### config.mk
export PLATFORM = sky130hd
export DESIGN_NAME = fm_discriminator
export DESIGN_NICKNAME = d
export VERILOG_FILES = /design/src/rtl/fm_discriminator.sv
export SDC_FILE = /design/constraint.sdc
export NUM_CORES = 2
export LEC_CHECK = 0
export CORE_MARGIN = 10
export CORE_UTILIZATION = 40
export DETAILED_ROUTE_END_ITERATION = 10
export DONT_BUFFER_PORTS = 1
export GPL_TIMING_DRIVEN = 1
export MAX_ROUTING_LAYER = met4
export PLACE_DENSITY = 0.64
export SLEW_MARGIN = 0
export SYNTH_ARGS = -nofsm -noshare
export SYNTH_HDL_FRONTEND = slang
export SYNTH_SLANG_ARGS = --single-unit
### constraint.sdc
create_clock -name clk -period 6.6 [get_ports clk]
set_input_delay 1.98 -clock clk [delete_from_list [all_inputs] [get_ports clk]]
set_output_delay 1.98 -clock clk [all_outputs]
set_load 0.1 [all_outputs]
### src/rtl/fm_discriminator.sv
// Cross-product FM discriminator: y = Q[n]*I[n-1] - I[n]*Q[n-1], scaled by >>>SHIFT and saturated to WIDTH bits.
// Latency 3 cycles from accepting edge to valid_o; one sample per cycle, no backpressure; start_i low flushes and un-primes.
module fm_discriminator #(
    parameter int WIDTH = 16,
    parameter int SHIFT = 15
) (
    input  logic               clk,
    input  logic               rst,
    input  logic               start_i,
    input  logic               valid_i,
    input  logic [2*WIDTH-1:0] data_i,
    output logic               valid_o,
    output logic [WIDTH-1:0]   data_o,
    output logic               sat_o
);
    localparam int PW = 2 * WIDTH;
    localparam int DW = PW + 1;
    localparam logic signed [DW-1:0] S_MAX = {{(DW-WIDTH+1){1'b0}}, {(WIDTH-1){1'b1}}};
    localparam logic signed [DW-1:0] S_MIN = {{(DW-WIDTH+1){1'b1}}, {(WIDTH-1){1'b0}}};

    logic signed [WIDTH-1:0] in_i, in_q;
    logic                    accept;
    logic signed [DW-1:0]    scaled;

    logic signed [WIDTH-1:0] hist_i_q, hist_i_d, hist_q_q, hist_q_d;
    logic                    primed_q, primed_d;
    logic                    s1_vld_q, s1_vld_d;
    logic signed [WIDTH-1:0] s1_i_q, s1_i_d, s1_q_q, s1_q_d;
    logic signed [WIDTH-1:0] s1_pi_q, s1_pi_d, s1_pq_q, s1_pq_d;
    logic                    s2_vld_q, s2_vld_d;
    logic signed [PW-1:0]    s2_pa_q, s2_pa_d, s2_pb_q, s2_pb_d;
    logic                    s3_vld_q, s3_vld_d;
    logic signed [DW-1:0]    s3_y_q, s3_y_d;
    logic                    valid_q, valid_d;
    logic [WIDTH-1:0]        data_q, data_d;
    logic                    sat_q, sat_d;

    assign in_i   = data_i[PW-1:WIDTH];
    assign in_q   = data_i[WIDTH-1:0];
    assign accept = start_i && valid_i;

    always_comb begin
        hist_i_d = hist_i_q;
        hist_q_d = hist_q_q;
        primed_d = primed_q;
        s1_i_d   = s1_i_q;
        s1_q_d   = s1_q_q;
        s1_pi_d  = s1_pi_q;
        s1_pq_d  = s1_pq_q;
        s1_vld_d = 1'b0;
        data_d   = data_q;
        sat_d    = sat_q;

        // S1: pair the new sample with history; only a primed block emits
        if (accept) begin
            s1_i_d   = in_i;
            s1_q_d   = in_q;
            s1_pi_d  = hist_i_q;
            s1_pq_d  = hist_q_q;
            hist_i_d = in_i;
            hist_q_d = in_q;
            s1_vld_d = primed_q;
            primed_d = 1'b1;
        end
        if (!start_i) begin
            primed_d = 1'b0;
        end

        s2_vld_d = s1_vld_q && start_i;
        s2_pa_d  = PW'(s1_q_q) * PW'(s1_pi_q);
        s2_pb_d  = PW'(s1_i_q) * PW'(s1_pq_q);

        // One extra bit keeps the difference of two full-range products exact
        s3_vld_d = s2_vld_q && start_i;
        s3_y_d   = DW'(s2_pa_q) - DW'(s2_pb_q);

        scaled  = s3_y_q >>> SHIFT;
        valid_d = s3_vld_q && start_i;
        if (valid_d) begin
            if (scaled > S_MAX) begin
                data_d = S_MAX[WIDTH-1:0];
                sat_d  = 1'b1;
            end else if (scaled < S_MIN) begin
                data_d = S_MIN[WIDTH-1:0];
                sat_d  = 1'b1;
            end else begin
                data_d = scaled[WIDTH-1:0];
                sat_d  = 1'b0;
            end
        end
    end

    always_ff @(posedge clk or posedge rst) begin
        if (rst) begin
            hist_i_q <= '0;
            hist_q_q <= '0;
            primed_q <= 1'b0;
            s1_vld_q <= 1'b0;
            s1_i_q   <= '0;
            s1_q_q   <= '0;
            s1_pi_q  <= '0;
            s1_pq_q  <= '0;
            s2_vld_q <= 1'b0;
            s2_pa_q  <= '0;
            s2_pb_q  <= '0;
            s3_vld_q <= 1'b0;
            s3_y_q   <= '0;
            valid_q  <= 1'b0;
            data_q   <= '0;
            sat_q    <= 1'b0;
        end else begin
            hist_i_q <= hist_i_d;
            hist_q_q <= hist_q_d;
            primed_q <= primed_d;
            s1_vld_q <= s1_vld_d;
            s1_i_q   <= s1_i_d;
            s1_q_q   <= s1_q_d;
            s1_pi_q  <= s1_pi_d;
            s1_pq_q  <= s1_pq_d;
            s2_vld_q <= s2_vld_d;
            s2_pa_q  <= s2_pa_d;
            s2_pb_q  <= s2_pb_d;
            s3_vld_q <= s3_vld_d;
            s3_y_q   <= s3_y_d;
            valid_q  <= valid_d;
            data_q   <= data_d;
            sat_q    <= sat_d;
        end
    end

    assign valid_o = valid_q;
    assign data_o  = data_q;
    assign sat_o   = sat_q;
endmodule

==> results.md <==
* Final Hold Vio Count at 0
* Cell area after layout at 28230 sq um
* Clk sinks at 168
* Distinct cells, synth at 67
* Initial antenna violation count at 2
* DP HPWL at 53880 um
* Num ports at 54
* Critical path cell sequence: buf_4, nand2_1, fa_1, fa_1, fa_1, fa_1, inv_1, fa_1, fa_1, ha_1, nand2_1, nor2_1, and3_1, a211o_1, o211ai_1, a31oi_1, a211o_1, a21oi_1, xnor2_1
* CP Buf/Inv Count at 2
* Main synth FF type: dfrtp_1
* CTS tree: built
* Slew @ Worst Pin at 1.182 ns
* Yosys warnings at 0
* TNS Setup at 0 ns
* Non-Filler Instances at 3525
* Hold-fix buffers, CTS at 0
* CP max FO at 9
* Site Rows at 93
* Die height at 275.7 um
* Final #Nets at 3409
* DRC violations left at 0
* IO buf count at 0
* Slew margin rel. at 21.00%
* Clk pin slew, worst setup/hold paths at 0.07 ns
* Number of enable flip-flop cells after synthesis at 0
* Critical path's top delay family: adder cells
* Core Area at 64580 sq um
* Critical Path Slowest Stage Cell: dfrtp_1
* CP required at 6.99 ns
* Max Cap Violations at 0
* Area after DPL at 27530 sq um
* RSZ-0062 raised after global routing: false
* Vias after detailed routing at 17780
* Post-layout util at 43.71%
* Die area at 76030 sq um
* Hold Path Class: reg2reg
* Crit path launch type: flip-flop
* Status: finished, final reports clean
* Placed cell count at 3488
* Synthesized area at 26160 sq um
* Clk buf depth at 2
* Synth area leader: fa_1
* DR vias/cell at 5.043
* Yosys reg bits at 168
* Min Tclk post-route at 6.356 ns
* Largest stage delay, worst path at 0.61 ns
* Final setup violation count at 0
* Commonest non-fill, non-tap cells in the layout: inv_1, fa_1, nand2_1
* Drt first-iter violations at 1209
* Most used cell, CP: fa_1
* GR Util All Layers at 18.34%
* Area growth syn-to-layout at 7.896%
* Largest cells by area after synthesis: fa_1, dfrtp_1, ha_1, inv_1, and2_1
* Die X at 275.7 um
* H-tree Lvls at 4
* Crit. End Element: flip-flop
* Crit Path Class: reg2reg
* Largest net degree at the start of global routing at 121
* Initial Util at 40.51%
* Worst EP arrival at 6.75 ns
* Sequential-to-total area share from yosys stat at 16.07%
* GPL Wtd Cong at 0.9202
* Top cell type's share of synthesized area at 40.10%
* Routed WL at 64310 um
* Skew-Pair Late Insertion Delay at 0.49 ns
* Total gr overflow at 0
* Remaining antenna violation count at 0
* Post-synth ARST share at 100.0%
* Wire length per cell at 18.24 um
* Share of cells above drive strength 1 at 8.211%
* Cts bufs inserted at 17
* Max Freq at 157.3 MHz
* Max Slew Vio Count at 0
* First-pass GRT wire length at 105200 um
* Number of global-route vias before repair at 19650
* Clk_skew at 0.01277 ns
* Most common cell after layout, fill and taps aside: inv_1
* Post-synth net total at 3394
* Cells after Synth at 2639
* Synth Area per Inst at 9.913 sq um
* CTS root buf: clkbuf_16
* Final Cycle Share at 96.30%
* First drt pass iteration count at 5
## per-stage QoR
stage / hold slack, ns / worst slack, ns
CTS: 0.4745 / 0.1927
global placement: 0.4422 / 0.2968
global route: 0.4955 / 0.0005951
finish: 0.4677 / 0.2441
detailed placement: 0.4467 / 0.2143
floorplan: 0.4336 / 0.07327
## cells by family (layout without fill, tap and decap cells)
group | after synthesis | count (layout) | share of synthesized area (%)
AO/OA/AOI/OAI | 228 | 228 | 5.840
XOR/XNOR | 83 | 83 | 2.779
adder cells (fa/ha/maj) | 719 | 719 | 49.42
buffers and inverters | 701 | 729 | 10.06
flip-flops | 168 | 168 | 16.07
multiplexers | 67 | 67 | 2.874
other | 0 | 3 | 0
AND/OR/NAND/NOR | 673 | 673 | 12.95
## synthesized netlist by cell type, types with 3 or more instances
cell type	count
o21ai_1	7
inv_1	617
a211o_1	6
nor3b_1	4
o211ai_1	4
a211oi_1	5
a21o_1	34
clkbuf_1	83
fa_1	524
a21boi_0	3
and2_1	264
nand2b_1	14
nand3_1	17
ha_1	195
xnor2_1	64
a31oi_1	6
o21bai_1	10
nor2b_1	8
or2_2	3
and3_1	9
dfrtp_1	168
o21a_1	12
nand2_1	268
mux2_2	65
or3_1	3
nor3_1	15
nor2_1	56
o21ai_0	55
a21oi_1	54
xor2_1	19
## cell type report
| class | count | area, sq um |
|---|---|---|
| sequential | 168 | 4225 |
| multi-input combinational | 1770 | 19330 |
| timing repair buffer | 80 | 625.6 |
| clock buffer | 20 | 466.7 |
| clock inverter | 12 | 176.4 |
| tap | 855 | 1070 |
| inverter | 617 | 2321 |
| fill | 6101 | 36350 |
| antenna | 3 | 7.507 |
## per-layer routing
| metal | global-route usage, % | share of wire [%] | up-vias |
|---|---|---|---|
| met2 | 29.88 | 49 | 510 |
| met1 | 22.87 | 42 | 9233 |
| met3 | 3.574 | 6.3 | 102 |
| met5 | - | 0 | - |
| li1 | - | - | 7932 |
| met4 | 5.578 | 2.6 | 0 |
## flip-flops by register name, summed over array words and instances, names as in the netlist, 16 cells and up
signal / count
data_o: 16
s1_pi_q: 16
s1_pq_q: 16
s2_pb_q: 32
s3_y_q: 18
s1_i_q: 16
s1_q_q: 16
s2_pa_q: 32
## timing repair
item	CTS	global route
setup buffers	0	2
gates resized for setup	0	20
endpoints found under the setup margin	0	4
## path summary, 6_finish.rpt
check	end	depth (start not counted)	startpoint	slack, ns
min in group asynchronous	s2_vld_q	1	rst	1.37
worst max register to register	s2_pa_q[30]	19	s1_pi_q[2]	0.24
worst min-delay path	s2_vld_q	1	s1_vld_q	0.47
max in group asynchronous	s1_i_q[15]	2	rst	4.12
worst max-delay path	s2_pa_q[30]	19	s1_pi_q[2]	0.24
worst min register to register	s2_vld_q	1	s1_vld_q	0.47
## worst reg2reg max path, delay by kind of cell (launching register included)
kind | cells | cell delay, ns
buffers and inverters | 2 | 0.31
adders and majority gates | 7 | 3.35
xor gates and xnor gates | 1 | 0.15
and+or+nand+nor | 4 | 0.45
AOI/OAI and AO/OA | 5 | 1.40
DFF | 1 | 0.61
Power is not shown: default switching activity piles up to over one toggle a cycle in this logic, so the estimate is an artifact.
